===== config.mk =====
export PLATFORM = sky130hd
export DESIGN_NAME = pc_fetch_unit
export DESIGN_NICKNAME = d
export VERILOG_FILES = /design/src/rtl/pc_fetch_unit.sv
export SDC_FILE = /design/constraint.sdc
export NUM_CORES = 1
export LEC_CHECK = 0
export ABC_AREA = 1
export BUFFER_PORTS_ARGS = -buffer_cell sky130_fd_sc_hd__buf_2
export CAP_MARGIN = 20
export CORE_ASPECT_RATIO = 1.4
export CORE_MARGIN = 2
export CORE_UTILIZATION = 52
export CTS_BUF_LIST = sky130_fd_sc_hd__clkbuf_2
export CTS_CLUSTER_SIZE = 12
export DETAILED_ROUTE_END_ITERATION = 10
export PLACE_DENSITY = 0.91
export SYNTH_ARGS = -nofsm -noshare
export SYNTH_HDL_FRONTEND = slang
export SYNTH_SLANG_ARGS = --single-unit

===== constraint.sdc =====
create_clock -name clk -period 4.2 [get_ports clk]
set_input_delay 1.26 -clock clk [delete_from_list [all_inputs] [get_ports clk]]
set_output_delay 1.26 -clock clk [all_outputs]
set_load 0.03 [all_outputs]

===== src/rtl/pc_fetch_unit.sv =====
// Fetch-stage PC generator: resolves branches from execute, redirects on mispredict.
// Define BTB_EN to enable the direct-mapped branch target buffer predictor.
module pc_fetch_unit #(
  parameter logic [31:0] RESET_PC  = 32'h0000_0000,
  parameter int unsigned BTB_IDX_W = 4
) (
  input  logic        clk,
  input  logic        rst,
  input  logic        stall,
  input  logic        ex_valid,
  input  logic        ex_is_branch,
  input  logic        ex_is_jump,
  input  logic        ex_branch_taken,
  input  logic [31:0] ex_pc,
  input  logic [31:0] ex_target,
  input  logic        ex_pred_taken,
  input  logic [31:0] ex_pred_target,
  output logic [31:0] pc_f,
  output logic        pc_valid,
  output logic        pred_taken_f,
  output logic [31:0] pred_target_f,
  output logic        flush,
  output logic [15:0] mispredict_cnt
);

  typedef enum logic {BOOT, RUN} state_e;

  state_e      state_q, state_d;
  logic [31:0] pc_q, pc_d;
  logic [15:0] cnt_q, cnt_d;

  logic        actual;
  logic        resolve;
  logic        mispredict;
  logic [31:0] correct_pc;
  logic [31:0] pc_plus4;
  logic [31:0] btb_target;

  always_comb begin
    actual     = ex_is_jump | (ex_is_branch & ex_branch_taken);
    resolve    = ex_valid & (ex_is_branch | ex_is_jump);
    mispredict = resolve & ((actual != ex_pred_taken) |
                            (actual & ex_pred_taken & (ex_target != ex_pred_target)));
    correct_pc = actual ? ex_target : ex_pc + 32'd4;
    flush      = mispredict & ~rst;
  end

  assign pc_plus4      = pc_q + 32'd4;
  assign pc_f          = pc_q;
  assign pred_target_f = pred_taken_f ? btb_target : pc_plus4;
  assign mispredict_cnt = cnt_q;

`ifdef BTB_EN
  localparam int unsigned ENTRIES = 1 << BTB_IDX_W;
  localparam int unsigned TAG_W   = 30 - BTB_IDX_W;

  logic [ENTRIES-1:0] v_q;
  logic [TAG_W-1:0]   tag_q [ENTRIES];
  logic [31:0]        tgt_q [ENTRIES];
  logic [1:0]         ctr_q [ENTRIES];

  logic [BTB_IDX_W-1:0] f_idx, e_idx;
  logic [TAG_W-1:0]     f_tag, e_tag;
  logic                 f_hit, e_hit;

  always_comb begin
    f_idx        = pc_q[BTB_IDX_W+1:2];
    f_tag        = pc_q[31:BTB_IDX_W+2];
    e_idx        = ex_pc[BTB_IDX_W+1:2];
    e_tag        = ex_pc[31:BTB_IDX_W+2];
    f_hit        = v_q[f_idx] && (tag_q[f_idx] == f_tag);
    e_hit        = v_q[e_idx] && (tag_q[e_idx] == e_tag);
    pred_taken_f = f_hit & ctr_q[f_idx][1];
    btb_target   = tgt_q[f_idx];
  end

  // Written at the resolving edge, so a same-cycle lookup sees the old entry.
  always_ff @(posedge clk) begin
    if (rst) begin
      v_q <= '0;
    end else if (resolve) begin
      if (e_hit) begin
        if (actual) begin
          tgt_q[e_idx] <= ex_target;
          if (ctr_q[e_idx] != 2'b11) ctr_q[e_idx] <= ctr_q[e_idx] + 2'd1;
        end else if (ctr_q[e_idx] != 2'b00) begin
          ctr_q[e_idx] <= ctr_q[e_idx] - 2'd1;
        end
      end else if (actual) begin
        v_q[e_idx]   <= 1'b1;
        tag_q[e_idx] <= e_tag;
        tgt_q[e_idx] <= ex_target;
        ctr_q[e_idx] <= 2'b10;
      end
    end
  end
`else
  logic unused_btb_cfg;
  assign unused_btb_cfg = |BTB_IDX_W;
  assign pred_taken_f   = 1'b0;
  assign btb_target     = pc_plus4;
`endif

  always_comb begin
    state_d  = state_q;
    pc_d     = pc_q;
    pc_valid = 1'b0;
    cnt_d    = cnt_q;
    case (state_q)
      BOOT: state_d = RUN;
      RUN:  pc_valid = 1'b1;
      default: state_d = BOOT;
    endcase
    if (mispredict)                   pc_d = correct_pc;
    else if (!stall && state_q == RUN) pc_d = pred_target_f;
    if (mispredict && cnt_q != '1)    cnt_d = cnt_q + 16'd1;
  end

  always_ff @(posedge clk) begin
    if (rst) begin
      state_q <= BOOT;
      pc_q    <= RESET_PC;
      cnt_q   <= '0;
    end else begin
      state_q <= state_d;
      pc_q    <= pc_d;
      cnt_q   <= cnt_d;
    end
  end

endmodule


==> results of run 1 <==
==> path summary, 6_finish.rpt <==
kind / from / end / cells after the start
setup reg to reg: mispredict_cnt[0] / mispredict_cnt[0] / 11
hold reg to reg: mispredict_cnt[15] / mispredict_cnt[15] / 2
hold / removal: mispredict_cnt[15] / mispredict_cnt[15] / 2
setup / recovery: ex_pred_target[24] / flush / 12
==> power breakdown <==
group	total (mW)	switching (mW)	internal (mW)
logic	0.507	0.339	0.168
clock network	0.198	0.162	0.0364
registers	0.525	0.0335	0.492
==> registers in the layout, indices dropped and copies added (netlist names) <==
signal,flops
mispredict_cnt,16
pc_f,32
state_q,1
==> cell families after synthesis <==
kind of cell,Yosys count,share of synthesized area
AOI/OAI and AO/OA,72,0.0822
muxes,1,0.00204
DFF,49,0.200
buffers and inverters,125,0.104
and+or+nand+nor,518,0.475
adders and majority gates,4,0.0102
other,1,0.000763
xor gates and xnor gates,69,0.126
==> placed cells by master (no fill, tap or decap), types with 2 or more instances in the layout <==
cell type / count
nand3_2: 4
a21oi_1: 20
nor2_4: 2
nor2_2: 6
xnor2_2: 2
a21oi_2: 4
inv_2: 3
nor3_1: 13
or2_2: 4
inv_1: 93
buf_4: 7
dfxtp_1: 49
nor4_1: 6
xor2_1: 34
buf_2: 185
ha_1: 4
nand2_1: 257
xnor2_1: 33
nand2_4: 3
nand3_1: 95
nand4_1: 12
o21bai_1: 2
nor3_2: 6
o211ai_1: 2
o21ai_0: 40
nand3_4: 2
clkinv_1: 3
nand2_2: 5
clkbuf_2: 5
nor2_1: 97
==> per-stage QoR <==
stage,setup WS (ps),area [sq um],std cells
after floorplan,26.8,4920,839
after global placement,276,5890,1113
after detailed placement,288,5890,1113
after CTS,281,5920,1121
after global routing,198,5930,1122
final,321,5930,1122
==> tightest hold or removal path, cell delays in order (launching register included) <==
cell     delay [ps]
dfxtp_1         390
nand2_1          70
a21oi_1          50
==> layer usage <==
metal	part of all wire	vias up	global-route usage
met3	0.066	50	0.0347
met5	0	-	0
met1	0.38	2685	0.352
met2	0.51	245	0.533
li1	-	2994	-
met4	0.044	0	0.154
==> cell type report <==
class | count | area, sq um | share of cell area
clock inverter | 3 | 12.5 | 0.00211
clock buffer | 5 | 25.0 | 0.00422
sequential | 49 | 981 | 0.166
tap | 110 | 138 | 0.0232
multi-input combinational | 665 | 3420 | 0.578
antenna | 1 | 2.50 | 0.000422
timing repair buffer | 192 | 978 | 0.165
inverter | 97 | 364 | 0.0614
==> results.ini, run 1 <==
[run_status]
outcome = finished, final reports clean

[pwr]
power.leakage_nw = 3.11
power.density_mw_per_mm2 = 208
total_power_mw = 1.23
ir_drop_v = 0.0000982

[logic_synthesis]
synth_nets = 947
syn_inst = 839
synth.largest_area_cell = dfxtp_1
seq_area_frac_synth = 0.200
synth_largest_type_area_fraction = 0.200
synth.area.top_cells = dfxtp_1 20%, nand2_1 20%, nand3_1 9.7%
netlist-cell-type-count = 43
netlist_area_sq_mm = 0.00491
ys_top_cells_by_count = 257 x nand2_1, 98 x nor2_1, 95 x nand3_1
synth_edf_count = 0
ys.flop_type = dfxtp_1
yosysMostFrequentCell = nand2_1
ys_ff_latch = 49
async_flop_share = 0
yosys_warnings = 0
avgSynthCellArea_sq_um = 5.86

[clock_network]
numCtsBuffers = 5
clk_path_buf_depth = 2
clock_latency_ps = 470
h-tree-depth = 2
hold_buffers = 0
cts_root_buffer = clkbuf_2
postCtsSetupBuffers = 0
tritoncts = done
ctsResizeCount = 0
clkSinkCount = 49
clkTransAtPathRegs_ps = 250

[grt]
grt_max_degree = 53
track_usage = 0.302
overflow = 0
grt_pass1_wl_mm = 25.1
antenna_found_initial = 1
grt_pass1_vias = 5491

[floorplanning]
ios = 187
core_sq_mm = 0.00930
die_h_microns = 119
rows = 42
fp.dieW_microns = 86.2
dieArea_sq_mm = 0.0103
initial_core_util = 0.528

[critical_path]
startpoint_type = input port
crit_arrival_ps = 2620
cp_common_cell = nand2_1
crit_chain = buf_2 -> xnor2_1 -> nand2_1 -> nor2_1 -> nand2_1 -> nor2_1 -> nand2_1 -> nand2_2 -> nand2_4 -> nand2_4 -> nor2_2 -> buf_2
reg2reg_slack_ps = 1960
crit_family = simple AND/OR/NAND/NOR gates
path_buf_inv = 2
worstPathMaxFanout = 9
cp-end-kind = output port
worstPathRequired_ps = 2940
critPathSlowestCell = xnor2_1
crit_type = in2out
critPathMaxStageDelay_ps = 220

[worst_hold_path]
hold_path_class = reg2reg

[final_layout]
area_growth_pct = 20.6
nNetsFinal = 1118
fin_util = 0.637
final_layout_size_suffix_gt1_frac = 0.240
n_fill_cell = 922

[route]
drc_errors = 0
drt_pass1_iterations = 7
viasPerCell = 5.32
drt-total-wl_mm = 15.5
final_antenna_net_count = 0
drtIter0Drc = 418
num_vias = 5974
wl_per_cell_microns = 13.8

[placed_design]
place_hpwl_mm = 12.5
place_congestion = 0.960
port_buffers = 185

[timing]
finalSetupTns_ps = 0
period_share = 0.924
rsz0062_at_grt = false
fmaxAchievable_mhz = 258
relSlewSlack = 0.392
period_needed_ps = 3880
hold_viol = 0
clock_skew_ps = 10.5
fin_hold_ws_ps = 512
worst_pin_slew_ps = 912
slew_violations = 0
setup_viol = 0

[flow_run]
cap_viol_max_count = 0

No activity file was read; power rests on OpenSTA's default activity.
==> run 2, diff against run 1 <==
==> config.mk (replaced) <==
export PLATFORM = sky130hd
export DESIGN_NAME = pc_fetch_unit
export DESIGN_NICKNAME = d
export VERILOG_FILES = /design/src/rtl/pc_fetch_unit.sv
export SDC_FILE = /design/constraint.sdc
export NUM_CORES = 1
export LEC_CHECK = 0
export BUFFER_PORTS_ARGS = -buffer_cell sky130_fd_sc_hd__buf_2
export CAP_MARGIN = 20
export CORE_ASPECT_RATIO = 1.4
export CORE_MARGIN = 2
export CORE_UTILIZATION = 50
export CTS_BUF_LIST = sky130_fd_sc_hd__clkbuf_2
export CTS_CLUSTER_SIZE = 12
export DETAILED_ROUTE_END_ITERATION = 10
export PLACE_DENSITY = 0.9
export SETUP_SLACK_MARGIN = 0.1
export SYNTH_ARGS = -nofsm -noshare
export SYNTH_HDL_FRONTEND = slang
export SYNTH_SLANG_ARGS = --single-unit
==> run 2 against run 1 <==
Worst hold slack better by 23 ps. Power rose by 1.0%. Largest cell class unchanged. Combinational power down 1%. First-iteration DRC count down 20%. Clock power is 7% lower. Maximum frequency decreased by 4.2%. Routed wire length down 5.4%. Sequential share of layout area increased by 1.4 points. Register-to-register slack got worse by 190 ps. Die area fell by 6.0%. Sequential power is 6.3% higher. Cell count shrank 25%. Highest routed layer unchanged. Critical path type unchanged.
==> results.ini, run 2 <==
[worst_hold_path]
hold_depth = 2  ; unchanged
holdCritStartpoint = mispredict_cnt[15]  ; unchanged
hold_path_end = mispredict_cnt[15]  ; unchanged
hold_path_class = reg2reg  ; unchanged

[timing]
worst_pin_slew_ps = 733  ; was 912 ps
period_needed_ps = 4050  ; was 3880 ps
clock_skew_ps = 17.2  ; was 10.5 ps
slew_violations = 0  ; unchanged
finalSetupTns_ps = 0  ; unchanged
fin_hold_ws_ps = 535  ; was 512 ps
relSlewSlack = 0.510  ; was 0.392
hold_viol = 0  ; unchanged
setup_viol = 0  ; unchanged
rsz0062_at_grt = true  ; was false
period_share = 0.964  ; was 0.924
fmaxAchievable_mhz = 247  ; was 258 MHz

[floorplanning]
die_h_microns = 115  ; was 119 microns
core_sq_mm = 0.00861  ; was 0.00930 sq mm
fp.dieW_microns = 83.6  ; was 86.2 microns
dieArea_sq_mm = 0.00964  ; was 0.0103 sq mm
initial_core_util = 0.515  ; was 0.528
rows = 40  ; was 42
ios = 187  ; unchanged

[logic_synthesis]
seq_area_frac_synth = 0.221  ; was 0.200
synth_nets = 683  ; was 947
netlist-cell-type-count = 54  ; was 43
synth.largest_area_cell = dfxtp_1  ; unchanged
yosys_warnings = 0  ; unchanged
ys.flop_type = dfxtp_1  ; unchanged
ys_top_cells_by_count = 58 x xor2_1, 57 x xnor2_1, 49 x dfxtp_1  ; was 257 x nand2_1, 98 x nor2_1, 95 x nand3_1
avgSynthCellArea_sq_um = 7.71  ; was 5.86 sq um
ys_ff_latch = 49  ; unchanged
yosysMostFrequentCell = xor2_1  ; was nand2_1
syn_inst = 575  ; was 839
synth_largest_type_area_fraction = 0.221  ; was 0.200
synth_edf_count = 0  ; unchanged
async_flop_share = 0  ; unchanged
synth.area.top_cells = dfxtp_1 22%, xor2_1 11%, xnor2_1 11%  ; was dfxtp_1 20%, nand2_1 20%, nand3_1 9.7%
netlist_area_sq_mm = 0.00443  ; was 0.00491 sq mm

[grt]
grt_max_degree = 57  ; was 53
antenna_found_initial = 1  ; unchanged
track_usage = 0.293  ; was 0.302
overflow = 0  ; unchanged
grt_pass1_wl_mm = 23.3  ; was 25.1 mm
grt_pass1_vias = 4729  ; was 5491

[final_layout]
nNetsFinal = 845  ; was 1118
n_fill_cell = 762  ; was 922
area_growth_pct = 23.5  ; was 20.6%
final_layout_size_suffix_gt1_frac = 0.301  ; was 0.240
layout_common_cells = 185 x buf_2, 58 x xor2_1, 57 x xnor2_1  ; was 257 x nand2_1, 185 x buf_2, 97 x nor2_1
fin_cells = 844  ; was 1122
final_common_cell = buf_2  ; was nand2_1
largest_reg_flops = 32  ; unchanged
fin_util = 0.636  ; was 0.637

[route]
drtIter0Drc = 336  ; was 418
drt-total-wl_mm = 14.7  ; was 15.5 mm
drc_errors = 0  ; unchanged
drt_pass1_iterations = 8  ; was 7
viasPerCell = 6.11  ; was 5.32
final_antenna_net_count = 0  ; unchanged
num_vias = 5160  ; was 5974
wl_per_cell_microns = 17.4  ; was 13.8 microns

[critical_path]
worstPathMaxFanout = 2  ; was 9
r2r-start = pc_f[3]  ; was mispredict_cnt[0]
startpoint_type = input port  ; unchanged
crit_type = in2out  ; unchanged
crit_arrival_ps = 2790  ; was 2620 ps
cp-end-kind = output port  ; unchanged
reg2reg_slack_ps = 1770  ; was 1960 ps
reg2reg_depth = 8  ; was 11
rr_endpoint = pc_f[26]  ; was mispredict_cnt[0]
worstPathRequired_ps = 2940  ; about the same

[clock_network]
numCtsBuffers = 5  ; unchanged
tritoncts = done  ; unchanged
clkTransAtPathRegs_ps = 240  ; was 250 ps
h-tree-depth = 2  ; unchanged
clk_path_buf_depth = 2  ; unchanged
postCtsSetupBuffers = 0  ; unchanged
clkSinkCount = 49  ; unchanged
clock_latency_ps = 420  ; was 470 ps
cts_root_buffer = clkbuf_2  ; unchanged

[placed_design]
port_buffers = 185  ; unchanged
place_hpwl_mm = 11.7  ; was 12.5 mm
place_congestion = 0.909  ; was 0.960
dp.cells = 835  ; was 1113

[pwr]
power.leakage_nw = 2.30  ; was 3.11 nW
ir_drop_v = 0.000146  ; was 0.0000982 V
power.density_mw_per_mm2 = 227  ; was 208 mW/mm^2

[flow_run]
cap_viol_max_count = 0  ; unchanged

[run_status]
outcome = finished, final reports clean  ; unchanged

==> run 2: cell types whose count changed after synthesis, sizes merged, moves of 19 or more <==
cell   change
xor2      +24
nand2    -232
nand3     -58
inv       -88
nand4     +19
xnor2     +22
nor2      -62
==> run 2: cell families (layout without fill, tap and decap cells) <==
logic type               after synthesis  after routing  share of synthesized area
AO/OA/AOI/OAI                        108            108                      0.166
XOR/XNOR                             115            115                      0.227
adder cells (fa/ha/maj)                4              4                     0.0113
buffers and inverters                 52            215                     0.0494
flip-flops                            49             49                      0.221
multiplexers                           6              6                     0.0147
other                                  1              2                   0.000846
AND/OR/NAND/NOR                      240            240                      0.309
==> run 2: through the flow <==
step | cell area (sq um) | power, mW | worst slack, ps
floorplan | 4450 | 0.871 | 106
global placement | 5430 | 1.05 | 188
detailed placement | 5430 | 1.06 | 99.8
CTS | 5470 | 1.24 | 114
global route | 5480 | 1.30 | 61.3
finish | 5480 | 1.24 | 151
==> run 2: per-layer routing <==
metal	share of wire	wire [microns]	vias to the layer above	global-route usage
met5	0	0	-	0
met3	0.077	1130	32	0.0323
li1	-	-	2438	-
met1	0.38	5630	2405	0.356
met4	0.025	368	0	0.100
met2	0.51	7550	285	0.535
==> run 2: area by class of cell <==
class,count,area [sq um],share of cell area
Antenna cell,1,2.50,0.000457
Inverter,9,33.8,0.00617
Tap cell,105,131,0.0240
Multi-Input combinational cell,474,3260,0.596
Clock inverter,3,12.5,0.00229
Clock buffer,5,25.0,0.00457
Sequential cell,49,982,0.179
Timing Repair Buffer,198,1020,0.187
==> run 2: power by group <==
| group | internal, mW | leakage, nW | total, mW | switching [mW] |
|---|---|---|---|---|
| Combinational | 0.177 | 1.87 | 0.500 | 0.323 |
| Sequential | 0.497 | 0.401 | 0.558 | 0.0611 |
| Clock | 0.0365 | 0.0278 | 0.185 | 0.149 |
==> run 2: worst max-delay path by stage <==
| stage | from | end | slack (ps) | cells after the start |
|---|---|---|---|---|
| global placement | ex_pred_target[13] | flush | 190 | 8 |
| global route | ex_pred_target[0] | flush | 60 | 8 |
| floorplan | ex_branch_taken | flush | 110 | 8 |
| detailed placement | ex_pred_target[13] | flush | 100 | 8 |
| CTS | ex_pred_target[13] | flush | 110 | 8 |
| finish | ex_pred_target[2] | flush | 150 | 8 |
==> run 2: what timing repair did <==
action,CTS,global route
endpoints found under the hold margin,0,0
resized for setup,0,2
hold buffers,0,0
endpoints found under the setup margin,0,5
==> run 2: worst max-delay path, stage by stage <==
cell and delay [ps]:
buf_2 100, xor2_1 150, nor4_1 470, nand4_1 180, o21ba_2 280, nor2_4 110
nor2_4 50, buf_2 180
